`src/rtl/gray_pkg.sv`:
```
// Shared Gray-code helpers used by the encoder counter and the decoder.
// The functions work on GRAY_MAX_W bits, so narrower words are zero-extended in and truncated out.
package gray_pkg;

   localparam int GRAY_W     = 8;
   localparam int GRAY_MAX_W = 32;

   typedef enum logic {
      NOREF = 1'b0,
      TRACK = 1'b1
   } trk_state_t;

   function automatic logic [GRAY_MAX_W-1:0] bin2gray(input logic [GRAY_MAX_W-1:0] b);
      return b ^ (b >> 1);
   endfunction

   // Prefix XOR from the MSB down; zero upper bits leave the lower result unchanged.
   function automatic logic [GRAY_MAX_W-1:0] gray2bin(input logic [GRAY_MAX_W-1:0] g);
      logic [GRAY_MAX_W-1:0] b;
      b[GRAY_MAX_W-1] = g[GRAY_MAX_W-1];
      for (int i = GRAY_MAX_W-2; i >= 0; i--) begin
         b[i] = b[i+1] ^ g[i];
      end
      return b;
   endfunction

endpackage

```
`src/rtl/gray_step_chk.sv`:
```
// Flags a Gray step that changes more than one bit.
module gray_step_chk #(
   parameter int WIDTH = 8
) (
   input  logic [WIDTH-1:0] diff,
   output logic             multi
);

   // Clearing the lowest set bit leaves something only if two or more bits were set.
   always_comb begin
      multi = (diff & (diff - 1'b1)) != '0;
   end

endmodule

```
`src/rtl/gray_bin_dec.sv`:
```
// Gray-to-binary decoder with 2-cycle latency and multi-bit step error detection.
module gray_bin_dec
   import gray_pkg::*;
#(
   parameter int WIDTH = GRAY_W,
   parameter int ERR_W = 8
) (
   input  logic             clk,
   input  logic             rst_n,
   input  logic             in_valid,
   input  logic [WIDTH-1:0] gray_in,
   input  logic             err_clr,
   output logic             out_valid,
   output logic [WIDTH-1:0] bin_out,
   output logic             step_err,
   output logic             err_sticky,
   output logic [ERR_W-1:0] err_cnt
);

   trk_state_t       state_q, state_d;
   logic [WIDTH-1:0] prev_gray;
   logic [WIDTH-1:0] gray_p1, diff_p1;
   logic             vld_p1, trk_p1;
   logic [WIDTH-1:0] bin_p2;
   logic             vld_p2, err_p2;
   logic             multi_p1, err_ev;
   logic [ERR_W-1:0] cnt_q, cnt_base;
   logic             sticky_q, sticky_base;

   function automatic logic [ERR_W-1:0] sat_inc(input logic [ERR_W-1:0] c);
      return (c == '1) ? c : c + 1'b1;
   endfunction

   gray_step_chk #(.WIDTH(WIDTH)) u_step_chk (
      .diff  (diff_p1),
      .multi (multi_p1)
   );

   always_ff @(posedge clk or negedge rst_n) begin
      if (!rst_n) state_q <= NOREF;
      else        state_q <= state_d;
   end

   always_comb begin
      state_d = state_q;
      if (state_q == NOREF && in_valid) state_d = TRACK;
   end

   // Stage 1: capture sample, its difference to the previous sample and whether it has a reference
   always_ff @(posedge clk or negedge rst_n) begin
      if (!rst_n) begin
         prev_gray <= '0;
         gray_p1   <= '0;
         diff_p1   <= '0;
         vld_p1    <= 1'b0;
         trk_p1    <= 1'b0;
      end else begin
         vld_p1 <= in_valid;
         if (in_valid) begin
            gray_p1   <= gray_in;
            diff_p1   <= gray_in ^ prev_gray;
            prev_gray <= gray_in;
            trk_p1    <= (state_q == TRACK);
         end
      end
   end

   assign err_ev      = vld_p1 && trk_p1 && multi_p1;
   // Clear takes effect before a same-cycle error is counted.
   assign cnt_base    = err_clr ? '0 : cnt_q;
   assign sticky_base = err_clr ? 1'b0 : sticky_q;

   // Stage 2: decoded value, step error pulse and error bookkeeping
   always_ff @(posedge clk or negedge rst_n) begin
      if (!rst_n) begin
         bin_p2   <= '0;
         vld_p2   <= 1'b0;
         err_p2   <= 1'b0;
         cnt_q    <= '0;
         sticky_q <= 1'b0;
      end else begin
         vld_p2   <= vld_p1;
         err_p2   <= err_ev;
         sticky_q <= sticky_base | err_ev;
         cnt_q    <= err_ev ? sat_inc(cnt_base) : cnt_base;
         if (vld_p1) bin_p2 <= WIDTH'(gray2bin(GRAY_MAX_W'(gray_p1)));
      end
   end

   assign out_valid  = vld_p2;
   assign bin_out    = bin_p2;
   assign step_err   = err_p2;
   assign err_sticky = sticky_q;
   assign err_cnt    = cnt_q;

endmodule
```
`config.mk`:
```
export PLATFORM = sky130hd
export DESIGN_NAME = gray_bin_dec
export DESIGN_NICKNAME = d
export VERILOG_FILES = /design/src/rtl/gray_pkg.sv /design/src/rtl/gray_step_chk.sv /design/src/rtl/gray_bin_dec.sv
export SDC_FILE = /design/constraint.sdc
export NUM_CORES = 1
export LEC_CHECK = 0
export BUFFER_PORTS_ARGS = -buffer_cell sky130_fd_sc_hd__clkbuf_2
export CAP_MARGIN = 0
export CELL_PAD_IN_SITES_DETAIL_PLACEMENT = 0
export CELL_PAD_IN_SITES_GLOBAL_PLACEMENT = 1
export CORE_UTILIZATION = 42
export DETAILED_ROUTE_END_ITERATION = 7
export GPL_TIMING_DRIVEN = 0
export PLACE_DENSITY = 0.82
export SLEW_MARGIN = 10
export SYNTH_ARGS = -nofsm -noshare
export SYNTH_HDL_FRONTEND = slang
export SYNTH_HIERARCHICAL = 1
export SYNTH_SLANG_ARGS = --single-unit
export TNS_END_PERCENT = 50
```
`constraint.sdc`:
```
create_clock -name clk -period 2.5 [get_ports clk]
set_input_delay 0.5 -clock clk [delete_from_list [all_inputs] [get_ports clk]]
set_output_delay 0.5 -clock clk [all_outputs]
set_load 0.01 [all_outputs]
```
## Yosys cells after proc, flatten, opt, wreduce, memory -nomap -nowiden

Cells that the tools add are included.

- Input port bits: 12
- Logic and storage cells: 32
- Output and inout bits: 19
- Flip-flop bits (word level): 38

- Reduce and logical (&&, ||, !) cells: 4
- Add/subtract/negate cells: 2
- Eq/ne operators: 1
- Bitwise logic cells: 11
- Mux-type cells: 4

Operators with widths:

| operator | number |
|---|---|
| two-way mux 8 bit | 3 |
| adder 8 x 1 -> 8 bit (second input constant) | 1 |
| bitwise AND 8 bit | 1 |
| == test 8 bit (second input constant) | 1 |
| nonzero test 8 bit | 1 |
| subtractor 8 x 1 -> 8 bit (second input constant) | 1 |
| XOR 8 bit | 1 |
| XOR 1 bit | 7 |
| logical AND 1 bit | 3 |
| two-way mux 1 bit | 1 |
| inverter 1 bit | 1 |
| OR 1 bit | 1 |

## Logic depth before layout (Yosys ltp)

Gate-level depths: netlist (run 1).

- Word-level depth: 7
- Gate-level depth with buffers: 8
- Gate-level depth less buffers: 8

## By module

The synthesis (run 1) kept the hierarchy.

By module, submodules not included:

| module | area an instance (sq um) | times used | cells an instance | seq. area each (sq um) |
|---|---|---|---|---|
| gray_bin_dec | 1617.8 | 1 | 136 | 950.9 |
| gray_step_chk | 71.3 | 1 | 8 | 0.0 |

## Least setup slack after synthesis (run 1)

OpenSTA, ideal clock, no wires.

- Kind: register to register
- Start: reg diff_p1[4]
- End: reg cnt_q[1], in the netlist err_cnt[1]
- Cell stages (with the launch flop): 8
- Required time: 2406 ps
- Slack: 767 ps
- Period minus slack after synthesis: 1733 ps
- Arrival time: 1639 ps
- Path buffers: 0
- Setup time: 94 ps
- Cell sequence: dfrtp_1 -> or4_1 -> o41ai_2 -> nand4_2 -> nand3_1 -> inv_1 -> and3_1 -> a211oi_1

- Longest elaborated chain between the ends: 5

RTL lines:

| what | line | text |
|---|---|---|
| start, declared | gray_bin_dec.sv:22 | `logic [WIDTH-1:0] gray_p1, diff_p1;` |
| start signal, assigned | gray_bin_dec.sv:61 | `diff_p1 <= gray_in ^ prev_gray;` |
| subtractor 8 x 1 -> 8 bit | gray_step_chk.sv:11 | `multi = (diff & (diff - 1'b1)) != '0;` |
| bitwise AND 8 bit * | gray_step_chk.sv:11 |  |
| nonzero test 8 bit * | gray_step_chk.sv:11 |  |
| named net multi_p1 | gray_bin_dec.sv:26 | `logic multi_p1, err_ev;` |
| logical AND 1 bit * | gray_bin_dec.sv:68 | `assign err_ev = vld_p1 && trk_p1 && multi_p1;` |
| named net err_ev | gray_bin_dec.sv:26 |  |
| two-way mux 8 bit * | gray_bin_dec.sv:85 | `cnt_q <= err_ev ? sat_inc(cnt_base) : cnt_base;` |
| end signal, assigned | gray_bin_dec.sv:85 |  |
| end, declared | gray_bin_dec.sv:27 | `logic [ERR_W-1:0] cnt_q, cnt_base;` |

Mark *: on every way through the listed nets, which the timed path passes. The rest lies on a longest branch.
A chain may end at the register's enable or synchronous reset.

## Final worst setup path (run 1)

- Start: reg diff_p1[4]
- End: reg cnt_q[3], in the netlist err_cnt[3]

Same word-level chain as after synthesis.

==> results of run 1 <==
[synth_stat cells, drive strengths merged]
library cell / instances
a22o: 2
o21ai: 2
nor3: 2
nor2b: 1
o22ai: 3
a31oi: 2
and3: 1
a221oi: 1
xnor3: 1
nand2: 3
xor2: 2
or2: 1
nor4: 2
nand3: 1
or3: 1
inv: 5
a21oi: 16
mux2: 14
nand4: 4
dfrtp: 38
or4: 1
clkbuf: 1
o21a: 1
nor2: 18
xor3: 1
o41ai: 1
a211oi: 2
xnor2: 13
buf: 4
[through the flow]
| stage | hold WS [ns] | total power, W | cell area (um^2) | util | instances |
|---|---|---|---|---|---|
| finish | 0.336 | 0.00154 | 1990 | 0.527 | 229 |
| detailed placement | 0.450 | 0.00113 | 1890 | 0.502 | 221 |
| global placement | 0.446 | 0.00112 | 1890 | 0.502 | 221 |
| floorplan | 0.204 | 0.00101 | 1690 | - | 144 |
| global route | 0.338 | 0.00162 | 1990 | 0.527 | 229 |
| CTS | 0.339 | 0.00155 | 1990 | 0.527 | 229 |
[area by class of cell]
cell class | instances | area [um^2] | area share
sequential | 38 | 951 | 0.479
multi-input combinational | 96 | 699 | 0.352
timing repair buffer | 29 | 145 | 0.0731
clock buffer | 7 | 86.3 | 0.0435
tap | 48 | 60.1 | 0.0302
buffer | 5 | 20.0 | 0.0101
inverter | 5 | 18.8 | 0.00945
clock inverter | 1 | 5.00 | 0.00252
[final timing paths]
kind / cells after the start / to / start / slack (ns)
worst max-delay path: 8 / err_cnt[3] / diff_p1[4] / 0.56
worst min-delay path: 1 / bin_out[3] / rst_n / 0.34
worst max register to register: 8 / err_cnt[3] / diff_p1[4] / 0.56
worst min register to register: 1 / state_q / state_q / 0.46
max in group asynchronous: 1 / diff_p1[3] / rst_n / 1.60
min in group clk: 1 / vld_p1 / in_valid / 0.35
[routing by layer]
layer | vias to the layer above | GRT usage
met1 | 599 | 0.208
met5 | - | 0
met3 | 4 | 0.0417
met4 | 0 | 0.0761
li1 | 581 | -
met2 | 17 | 0.258
[kinds of logic after synthesis]
logic type | Yosys count | synth area share
compound gates | 30 | 0.111
buf+inv | 10 | 0.0230
xor+xnor | 17 | 0.107
simple gates | 35 | 0.101
flops | 38 | 0.563
mux | 14 | 0.0956
[registers in the layout, indices dropped and copies added (netlist names)]
name / flops
vld_p1: 1
state_q: 1
err_cnt: 8
err_sticky: 1
step_err: 1
diff_p1: 8
bin_out: 8
trk_p1: 1
gray_p1: 8
out_valid: 1
[report_power, final]
group / switching (W) / internal [W]
clock: 0.000199 / 0.000222
sequential: 0.0000751 / 0.000704
combinational: 0.000155 / 0.000181
total: 0.000430 / 0.00111
==> flow_summary.toml, run 1 <==
[yosys]
ys_seq_area_frac = 0.563
ys_seq_elements = 38
ys_warn_count = 6
synth_area_um2 = 1690
yosys.area.top_type = "dfrtp_1"
netlist_instances = 144
synth_area_leaders = "dfrtp_1 56%, mux2_2 8.7%, xnor2_1 6.7%"
synth_area_per_cell_um2 = 11.7
yosysTopAreaCellShare = 0.563
syn-num-nets = 156
synth_cell_types = 33

[clock_network]
cts_buffer_depth = 2
htreeDepth = 2
cts_hold_buffers = 0
post_cts_buffers = 0
clock_latency_ns = 0.28
cts_tree = "done"
cts_resized = 0
clk_pin_slew_ns = 0.07
clock_sinks = 38
cts_buffers = 5
cts-root-buf = "clkbuf_8"

[timing]
hold_violations = 0
worstMarginPinSlew_ns = 1.02
rsz0062_at_grt = "no"
drv_slew = 0
setup_tns_ns = 0
worst_slack_ns = 0.565
fmax_mhz = 517
finalCritPeriodShare = 0.774
period_minus_slack_ns = 1.94
slew_headroom = 0.316
setup_violations = 0
fin_skew_ns = 0.00428

[route]
totalWireLength_um = 3130
drcViolationCount = 0
ant_nets = 0
wl_met3_um = 102
vias_per_cell = 5.24
firstDrtPassIters = 4
drt_iter0_markers = 48
vias = 1201
wl_per_cell_um = 13.7
wl_met2_um = 1510
top_layer = "met4"
wl_met1_um = 1470

[worst_setup_path]
critical_path.cell_chain = "or4_1, o41ai_2, nand4_2, nand3_1, inv_1, nand4_1, o21ai_0, a21oi_1"
cp_max_fo = 5
cp_top_family = "simple AND/OR/NAND/NOR gates"
arrival_ns = 2.14
path_class = "register to register"
cp-start-kind = "register"
path_buf_inv = 1
worst_path_largest_cell_delay_ns = 0.55
cp-end-kind = "register"
cp.required_ns = 2.71
cp_slowest_cell = "or4_1"

[floorplan]
start_util = 0.448
core_um2 = 3770
dieArea_um2 = 4280
die_h_um = 65.4
dieWidth_um = 65.4
ios = 31
rows = 22

[layout]
layout_common_cells = "38 x dfrtp_1, 29 x clkbuf_2, 18 x nor2_1"
nNetsFinal = 192
fillerInstances = 343
areaGrowthSynthToFinish_pct = 17.6
final_common_cell = "dfrtp_1"
drive_gt1_frac = 0.315
antenna_cells = 0

[min_path]
hold_path.class = "primary input to async pin"

[global_route]
antenna_found_initial = 0
grt_start_max_net_pins = 39
grt_util_all_layers = 0.163
grt_pass1_vias = 1143
grt_pass1_wl_um = 5150
grt-ovfl-total = 0

[placed_design]
gp_congestion = 0.765
port_buffers = 29
dpl.hpwl_um = 2220
place_ws_ns = 0.513

[pwr]
p_leak_nw = 0.871
ir_worst_vdd_mv = 0.497
powerDensity_nw_per_um2 = 774

[flow_run]
cap_violations = 0

[status]
status = "finished, final reports clean"
Power figures use the tool's default switching activity.
==> inputs of run 2 (changes only) <==
clock period = 1.82 ns   (was 2.5 ns; I/O delays follow)
==> run 2 against run 1 <==
  * The run now ends with negative setup slack left
  * Sequential power increased by 37%
  * Global-route usage increased by 0.26 points
  * Sequential share of layout area decreased by 1.7 points
  * Combinational power increased by 44%
  * Register-to-register slack got worse by 0.61 ns
  * Maximum frequency increased by 4.0%
  * Hold slack got worse by 0.14 ns
  * Wire length increased by 3.0%
  * Clock skew decreased by 0.0013 ns
  * Die area unchanged
  * Critical path type unchanged
  * Largest cell class unchanged
  * Largest power group unchanged
  * Highest routed layer unchanged
==> flow_summary.toml, run 2 (same netlist as run 1, synthesis figures left out) <==
[status]
status = "complete, but fails checks"
violations = "negative setup slack"

[global_route]
grt_pass1_wl_um = 5220
grt_start_max_net_pins = 39
grt_util_all_layers = 0.165
antenna_found_initial = 0
grt_pass1_vias = 1163
grt-ovfl-total = 0

[layout]
fin_cells = 233
fillerInstances = 331
multi_input_area_um2 = 744
drive_gt1_frac = 0.373
layout_common_cells = "38 x dfrtp_1, 29 x clkbuf_2, 18 x nor2_1"
antenna_cells = 0
areaGrowthSynthToFinish_pct = 22.0
final_common_cell = "dfrtp_1"
finish.instance_area_um2 = 2060
nNetsFinal = 196
ff_latch_area_um2 = 951

[timing]
period_minus_slack_ns = 1.86
finalCritPeriodShare = 1.02
fmax_mhz = 537
drv_slew = 0
slew_headroom = 0.397
setup_tns_ns = -0.0716
worstMarginPinSlew_ns = 0.905
fin_hold_ws_ns = 0.197
hold_violations = 0
setup_violations = 2
worst_slack_ns = -0.0414
fin_skew_ns = 0.00296
rsz0062_at_grt = "yes"

[floorplan]
ios = 31
start_util = 0.448
rows = 22
dieWidth_um = 65.4
dieArea_um2 = 4280
die_h_um = 65.4
core_um2 = 3770

[pwr]
powerDensity_nw_per_um2 = 1040
ir_worst_vdd_mv = 0.688
p_leak_nw = 0.909

[worst_setup_path]
cp-end-kind = "register"
arrival_ns = 2.03
cp.required_ns = 1.99
cp_max_fo = 5
path_class = "register to register"
cp-start-kind = "register"

[route]
totalWireLength_um = 3220
drt_iter0_markers = 30
vias_per_cell = 5.16
firstDrtPassIters = 4
wl_per_cell_um = 13.8
ant_nets = 0
vias = 1203
drcViolationCount = 0

[clock_network]
clk_pin_slew_ns = 0.07
cts_hold_buffers = 0
htreeDepth = 2
cts_buffer_depth = 2
clock_latency_ns = 0.28
cts-root-buf = "clkbuf_8"
cts_buffers = 5
cts_tree = "done"
clock_sinks = 38

[placed_design]
dpl.hpwl_um = 2220
gp_congestion = 0.765
dp.cells = 221
place_area_um2 = 1890
port_buffers = 29

[flow_run]
cap_violations = 0

[min_path]
hold_path.class = "primary input to async pin"
run 2: worst max-delay path, stage by stage, from the launching register on:
cell	delay [ns]
dfrtp_1	0.38
or4_4	0.55
o41ai_4	0.07
nand4_2	0.14
nand3_2	0.13
inv_2	0.06
nand4_1	0.18
or3_4	0.17
a21oi_2	0.05
run 2: power by group:
part           total (W)  switching (W)  internal (W)  leakage [nW]
sequential       0.00107       0.000107      0.000968         0.446
combinational   0.000486       0.000223      0.000264         0.415
clock           0.000578       0.000273      0.000305        0.0482
run 2: area by class of cell:
cell class | count | share of cell area
sequential | 38 | 0.461
clock inverter | 1 | 0.00243
tap | 48 | 0.0291
multi-input combinational | 96 | 0.361
timing repair buffer | 33 | 0.0850
clock buffer | 7 | 0.0419
buffer | 5 | 0.00971
inverter | 5 | 0.00911
run 2: per-stage QoR:
| stage | utilization | setup WS, ns | power (W) |
|---|---|---|---|
| floorplan | - | 0.0872 | 0.00139 |
| global placement | 0.502 | -0.0570 | 0.00154 |
| detailed placement | 0.502 | -0.0852 | 0.00155 |
| CTS | 0.535 | 0.0124 | 0.00215 |
| global route | 0.546 | -0.135 | 0.00226 |
| finish | 0.546 | -0.0414 | 0.00214 |
run 2: per-layer routing:
| metal | wire length, um | global-route usage | vias up |
|---|---|---|---|
| li1 | - | - | 588 |
| met5 | 0 | 0 | - |
| met1 | 1530 | 0.209 | 596 |
| met2 | 1550 | 0.265 | 14 |
| met4 | 58 | 0.0761 | 0 |
| met3 | 89 | 0.0417 | 5 |
run 2: what timing repair did:
| item | CTS | global route |
|---|---|---|
| buffers inserted | 2 | 2 |
| pin swaps | 2 | 12 |
| gates resized for setup | 5 | 5 |
| endpoints found under the setup margin | 5 | 7 |
run 2: final timing paths:
check,endpoint,from,slack (ns),cells past startpoint
max,err_cnt[3],diff_p1[4],-0.04,8
min,bin_out[3],rst_n,0.20,1
max reg2reg,err_cnt[3],diff_p1[4],-0.04,8
min reg2reg,state_q,state_q,0.46,1
max in group asynchronous,vld_p1,rst_n,1.06,1
min in group clk,vld_p1,in_valid,0.21,1
